## src/rtl/gcd_share_arbiter.sv

```systemverilog
// One subtractive GCD engine shared by NREQ requesters.
// A round-robin grant is followed by compare/subtract iterations and a tagged valid/ready response.
`timescale 1ns/1ps
module gcd_share_arbiter #(
    parameter int unsigned WIDTH = 8,
    parameter int unsigned NREQ  = 4,
    localparam int unsigned IDW  = $clog2(NREQ)
) (
    input  logic                  clk_i,
    input  logic                  rst_i,
    input  logic [NREQ-1:0]       req_i,
    input  logic [NREQ*WIDTH-1:0] opa_i,
    input  logic [NREQ*WIDTH-1:0] opb_i,
    output logic [NREQ-1:0]       ack_o,
    output logic                  rsp_valid_o,
    input  logic                  rsp_ready_i,
    output logic [IDW-1:0]        rsp_id_o,
    output logic [WIDTH-1:0]      rsp_gcd_o,
    output logic                  busy_o
);

    typedef enum logic [1:0] {StIdle, StCalc, StResp} state_e;

    state_e           state_q, state_d;
    logic [WIDTH-1:0] a_q, a_d;
    logic [WIDTH-1:0] b_q, b_d;
    logic [WIDTH-1:0] gcd_q, gcd_d;
    logic [IDW-1:0]   id_q, id_d;
    logic [IDW-1:0]   last_q, last_d;

    logic             grant_vld;
    logic [IDW-1:0]   grant_id;
    logic [IDW-1:0]   scan_id;
    logic [WIDTH-1:0] opa_arr [NREQ];
    logic [WIDTH-1:0] opb_arr [NREQ];

    for (genvar i = 0; i < NREQ; i++) begin : g_unpack
        assign opa_arr[i] = opa_i[i*WIDTH +: WIDTH];
        assign opb_arr[i] = opb_i[i*WIDTH +: WIDTH];
    end

    // Round-robin: scan starting just after the last winner, first set bit wins.
    always_comb begin
        grant_vld = 1'b0;
        grant_id  = '0;
        scan_id   = '0;
        for (int unsigned off = 1; off <= NREQ; off++) begin
            scan_id = IDW'((32'(last_q) + off) % NREQ);
            if (!grant_vld && req_i[scan_id]) begin
                grant_vld = 1'b1;
                grant_id  = scan_id;
            end
        end
    end

    always_ff @(posedge clk_i or posedge rst_i) begin
        if (rst_i) begin
            state_q <= StIdle;
            a_q     <= '0;
            b_q     <= '0;
            gcd_q   <= '0;
            id_q    <= '0;
            last_q  <= IDW'(NREQ - 1);
        end else begin
            state_q <= state_d;
            a_q     <= a_d;
            b_q     <= b_d;
            gcd_q   <= gcd_d;
            id_q    <= id_d;
            last_q  <= last_d;
        end
    end

    always_comb begin
        state_d = state_q;
        a_d     = a_q;
        b_d     = b_q;
        gcd_d   = gcd_q;
        id_d    = id_q;
        last_d  = last_q;
        unique case (state_q)
            StIdle: begin
                if (grant_vld) begin
                    a_d     = opa_arr[grant_id];
                    b_d     = opb_arr[grant_id];
                    id_d    = grant_id;
                    last_d  = grant_id;
                    state_d = StCalc;
                end
            end
            StCalc: begin
                if (a_q == '0 || b_q == '0) begin
                    gcd_d   = a_q | b_q;
                    state_d = StResp;
                end else if (a_q == b_q) begin
                    gcd_d   = a_q;
                    state_d = StResp;
                end else if (a_q > b_q) begin
                    a_d = a_q - b_q;
                end else begin
                    b_d = b_q - a_q;
                end
            end
            StResp: begin
                if (rsp_ready_i) begin
                    state_d = StIdle;
                end
            end
            default: state_d = StIdle;
        endcase
    end

    always_comb begin
        ack_o       = '0;
        rsp_valid_o = 1'b0;
        busy_o      = 1'b0;
        unique case (state_q)
            StIdle: begin
                if (grant_vld) begin
                    ack_o[grant_id] = 1'b1;
                end
            end
            StCalc: busy_o = 1'b1;
            StResp: begin
                busy_o      = 1'b1;
                rsp_valid_o = 1'b1;
            end
            default: ;
        endcase
    end

    assign rsp_id_o  = id_q;
    assign rsp_gcd_o = gcd_q;

endmodule
```

## config.mk

```make
export PLATFORM = sky130hd
export DESIGN_NAME = gcd_share_arbiter
export DESIGN_NICKNAME = d
export VERILOG_FILES = /design/src/rtl/gcd_share_arbiter.sv
export SDC_FILE = /design/constraint.sdc
export NUM_CORES = 1
export LEC_CHECK = 0
export CORE_AREA = 3 3 92 77
export CTS_BUF_LIST = sky130_fd_sc_hd__clkbuf_4 sky130_fd_sc_hd__clkbuf_8
export CTS_CLUSTER_SIZE = 25
export DETAILED_ROUTE_END_ITERATION = 8
export DIE_AREA = 0 0 95 80
export PLACE_DENSITY_LB_ADDON = 0.15
export SETUP_SLACK_MARGIN = 0.4
export SYNTH_ARGS = -nofsm -noshare
export SYNTH_HDL_FRONTEND = slang
export SYNTH_SLANG_ARGS = --single-unit
```

## constraint.sdc

```tcl
create_clock -name clk_i -period 6.3 [get_ports clk_i]
set_input_delay 1.89 -clock clk_i [delete_from_list [all_inputs] [get_ports clk_i]]
set_output_delay 1.89 -clock clk_i [all_outputs]
set_load 0.005 [all_outputs]
```

==> impl_summary.log <==
INFO  metric power_frac_seq = 0.174
INFO  metric ys_dominant_reg_cell = sky130_fd_sc_hd__dfrtp_1
INFO  metric postCtsHoldBufs = 0
INFO  metric ant_nets = 0
INFO  metric wire_per_inst = 16.1 µm
INFO  metric power = 2.26 mW
INFO  metric dr_total_vias = a little under 3000
INFO  metric start_util = 0.490
INFO  metric numCtsBuffers = 5
INFO  metric maxCapViolCount = 0
INFO  metric critPathRequiredTime = roughly 4.4 ns
INFO  metric netlist-cell-type-count = 55
INFO  metric tns = 0 ns
INFO  metric tightestPinTransition = between 1 and 1.5 ns
INFO  metric grt_first_pass_wirelength = 13800 µm
INFO  metric timing_worst_setup_path_type = in -> out
INFO  metric firstDrtPassIters = 4
INFO  metric hold_ws = 0.476 ns
INFO  metric achievable-frequency = 173 MHz
INFO  metric critPathArrivalTime = 3.90 ns
INFO  metric netlist.top_cell.by_area = sky130_fd_sc_hd__dfrtp_1
INFO  metric detailedPlacementHpwl = approximately 6800 µm
INFO  metric worstHoldPathType = reg -> reg
INFO  metric cts_root_buffer = sky130_fd_sc_hd__clkbuf_8
INFO  metric synth_fp_nets = 457
INFO  metric stdcell_area = 0.00408 mm²
INFO  metric row_count = 26
INFO  metric setup_slack = 0.511 ns
INFO  metric grt_use_total = 0.236
INFO  metric critPathCaptureType = output port
INFO  metric power_density_over_the_cells = 553 mW/mm²
INFO  metric top_cell_type_s_share_of_synthesized_area = 0.228
INFO  metric clock_insertion_delay_worst_skew = between 0.2 and 0.3 ns
INFO  metric yosys-top-cells-count = sky130_fd_sc_hd__mux2i_1 (38), sky130_fd_sc_hd__inv_1 (31), sky130_fd_sc_hd__nand2_1 (29)
INFO  metric relSlewSlack = 0.237
INFO  metric n_fill_cell = about 570
INFO  metric synth_xor_xnor_area_share = 0.0256
INFO  metric switching_fraction = 0.485
INFO  metric synth-simple-area-share = 0.181
INFO  metric biggest_fanout_along_the_worst_timing_path = 9
INFO  metric sequential_cell_area = approximately 750 µm²
INFO  metric grt_remaining_overflow = 0
INFO  metric cellInternalPower = between 1 and 1.5 mW
INFO  metric postSynthCellCount = ~360
INFO  metric synthAdderAreaFrac = 0.123
INFO  metric final_number_of_hold_violating_endpoints = 0
INFO  metric tritoncts_clock_tree = built
INFO  metric synth_compound_gate_area_share = 0.211
INFO  metric i_o_pins = 87
INFO  metric synth_top_family_by_area = compound AO/OA/AOI/OAI gates
INFO  metric die-height = 80 µm
INFO  metric multi_input_gate_area = 0.00211 mm²
INFO  metric clock_transition_at_the_registers_of_the_reported_paths = 0.06 ns
INFO  metric flow.area_growth_from_synthesis = 32.8%
INFO  metric diodes = 0
INFO  metric setup_violations = 0
INFO  metric timing.final.crit_period = 5.79 ns
INFO  metric result_of_the_run = complete, no violations
INFO  metric cts_post_setup_buffers_inserted = 0
INFO  metric finalCoreUtilization = 0.650
INFO  metric synth.yosys.seq_area_share = 0.245
INFO  metric vdd_drop_max = 213 µV
INFO  metric grt_max_degree = 31
INFO  metric detailedPlace.worstSlack = 0.425 ns
INFO  metric synthMostInstantiatedCell = sky130_fd_sc_hd__mux2i_1
INFO  metric power.clock.fraction = 0.076
INFO  metric final_net_count = 535
INFO  metric synth-async-reset-ratio = 1.00
INFO  metric globalplace.congestion = approximately 0.94
INFO  metric final.period_utilization = 0.919
INFO  metric synthesis.yosys.warnings = 0
INFO  metric post_synth_main_area_contributors = sky130_fd_sc_hd__dfrtp_1 (23%), sky130_fd_sc_hd__mux2i_1 (12%), sky130_fd_sc_hd__ha_1 (11%), sky130_fd_sc_hd__inv_1 (3.8%), sky130_fd_sc_hd__nand2_1 (3.5%)
INFO  metric routed_via_density = 5.55
INFO  metric mappedNetlistArea = 0.00307 mm²
INFO  metric synth_mux_area_frac = 0.142
INFO  metric place.port_buffers = 86
INFO  metric cts.sinks = 30
INFO  metric maxSlewViolCount = 0
INFO  metric cts_htree_levels = 2
INFO  metric synthesis.area_per_instance = 8.61 µm²
INFO  metric chipWidth = between 90 and 100 µm
INFO  metric power.combinational.fraction = 0.749
INFO  metric final-instance-count-excl-fill = 520
INFO  metric floorplan_core_area = 0.00628 mm²
INFO  metric synth-edff-count = 0
INFO  metric p_leak = 1.81 nW
INFO  metric detail_route.iter0.violations = 184
INFO  metric synthesized_flop_and_latch_total = 30
INFO  metric placed_cells = 512
INFO  metric total_wire_length = 8360 µm
INFO  metric finalClockSkew = 0.00887 ns
INFO  metric instance_area_after_placement = 0.00398 mm²
INFO  metric final_layout_size_suffix_gt1_frac = 0.0803
INFO  metric antenna_found_initial = 0
INFO  metric setup.worst_path.start_class = primary input
INFO  metric grt_setup_unrepaired = no
INFO  metric cts_repair_resize_count = 0
INFO  metric drc = 0
INFO  metric number_of_global_route_vias_before_repair = 2794
INFO  metric die_area = approximately 0.0076 mm²
INFO  metric cts.path.max_buffers = 2
INFO  metric power.net_switching = 1.09 mW
[power by group through the flow]
| stage | logic, mW | clock network (mW) | registers (mW) |
|---|---|---|---|
| 4_1_cts | 1.68 | 0.175 | 0.392 |
| 3_5_place_dp | 1.67 | 0 | 0.395 |
| 2_1_floorplan | 1.28 | 0 | 0.367 |
| 3_3_place_gp | 1.63 | 0 | 0.392 |
| 6_report | 1.69 | 0.172 | 0.393 |
| 5_1_grt | 1.87 | 0.183 | 0.407 |
[state kept, by name, indices dropped and copies added (netlist names)]
signal	flops
last_q	2
b_q	8
state_q	2
rsp_id_o	2
rsp_gcd_o	8
a_q	8
[cells in the final DEF, fill, tap and decap left out, drive strengths merged, types with 8 or more instances in the layout]
master / netlist / layout
a211oi: 9 / 9
a21oi: 19 / 19
clkbuf: 9 / 8
clkdlybuf4s50: 0 / 86
dfrtp: 28 / 28
ha: 27 / 27
inv: 31 / 31
mux2i: 38 / 38
nand2: 30 / 30
nand2b: 8 / 8
nor2: 26 / 26
nor2b: 10 / 10
nor3: 8 / 8
o21ai: 20 / 20
[path summary, 6_finish.rpt]
| check | to | start | cells after the start | slack (ns) |
|---|---|---|---|---|
| setup / recovery | ack_o[0] | req_i[3] | 6 | 0.51 |
| max in group asynchronous | a_q[2]$_DFFE_PP0P_ | rst_i | 2 | 3.41 |
| hold reg to reg | rsp_gcd_o[1]$_DFFE_PP0P_ | rsp_gcd_o[1]$_DFFE_PP0P_ | 2 | 0.48 |
| setup reg to reg | a_q[6]$_DFFE_PP0P_ | a_q[0]$_DFFE_PP0P_ | 9 | 3.30 |
| hold / removal | rsp_gcd_o[1]$_DFFE_PP0P_ | rsp_gcd_o[1]$_DFFE_PP0P_ | 2 | 0.48 |
| min in group asynchronous | state_q[0]$_DFFE_PP0P_ | rst_i | 2 | 2.20 |
[cell type report]
| type | instances | area share |
|---|---|---|
| multi-input combinational | 276 | 0.517 |
| timing repair buffer | 91 | 0.220 |
| sequential | 30 | 0.185 |
| inverter | 31 | 0.0285 |
| tap | 84 | 0.0258 |
| clock buffer | 8 | 0.0239 |
[worst max-delay path, cell delays in order]
cell and delay (ns):
sky130_fd_sc_hd__clkdlybuf4s50_1 0.50, sky130_fd_sc_hd__nor2b_1 0.19, sky130_fd_sc_hd__o21a_1 0.21, sky130_fd_sc_hd__nor3_4 0.32
sky130_fd_sc_hd__nor3b_1 0.24, sky130_fd_sc_hd__clkdlybuf4s50_1 0.54
[logic make-up after synthesis]
| group | Yosys count |
|---|---|
| compound gates | 87 |
| fa+ha+maj | 29 |
| simple gates | 108 |
| xor+xnor | 9 |
| flops | 30 |
| mux | 43 |
| buf+inv | 51 |
[layer usage]
layer | up-vias | global-route usage | wire, µm
met4 | 0 | 0.0677 | 93
met5 | - | 0 | 0
met1 | 1333 | 0.341 | 4020
li1 | 1433 | - | -
met3 | 10 | 0.0509 | 654
met2 | 112 | 0.350 | 3600
Note: power is estimated with default switching activity, not from simulation.
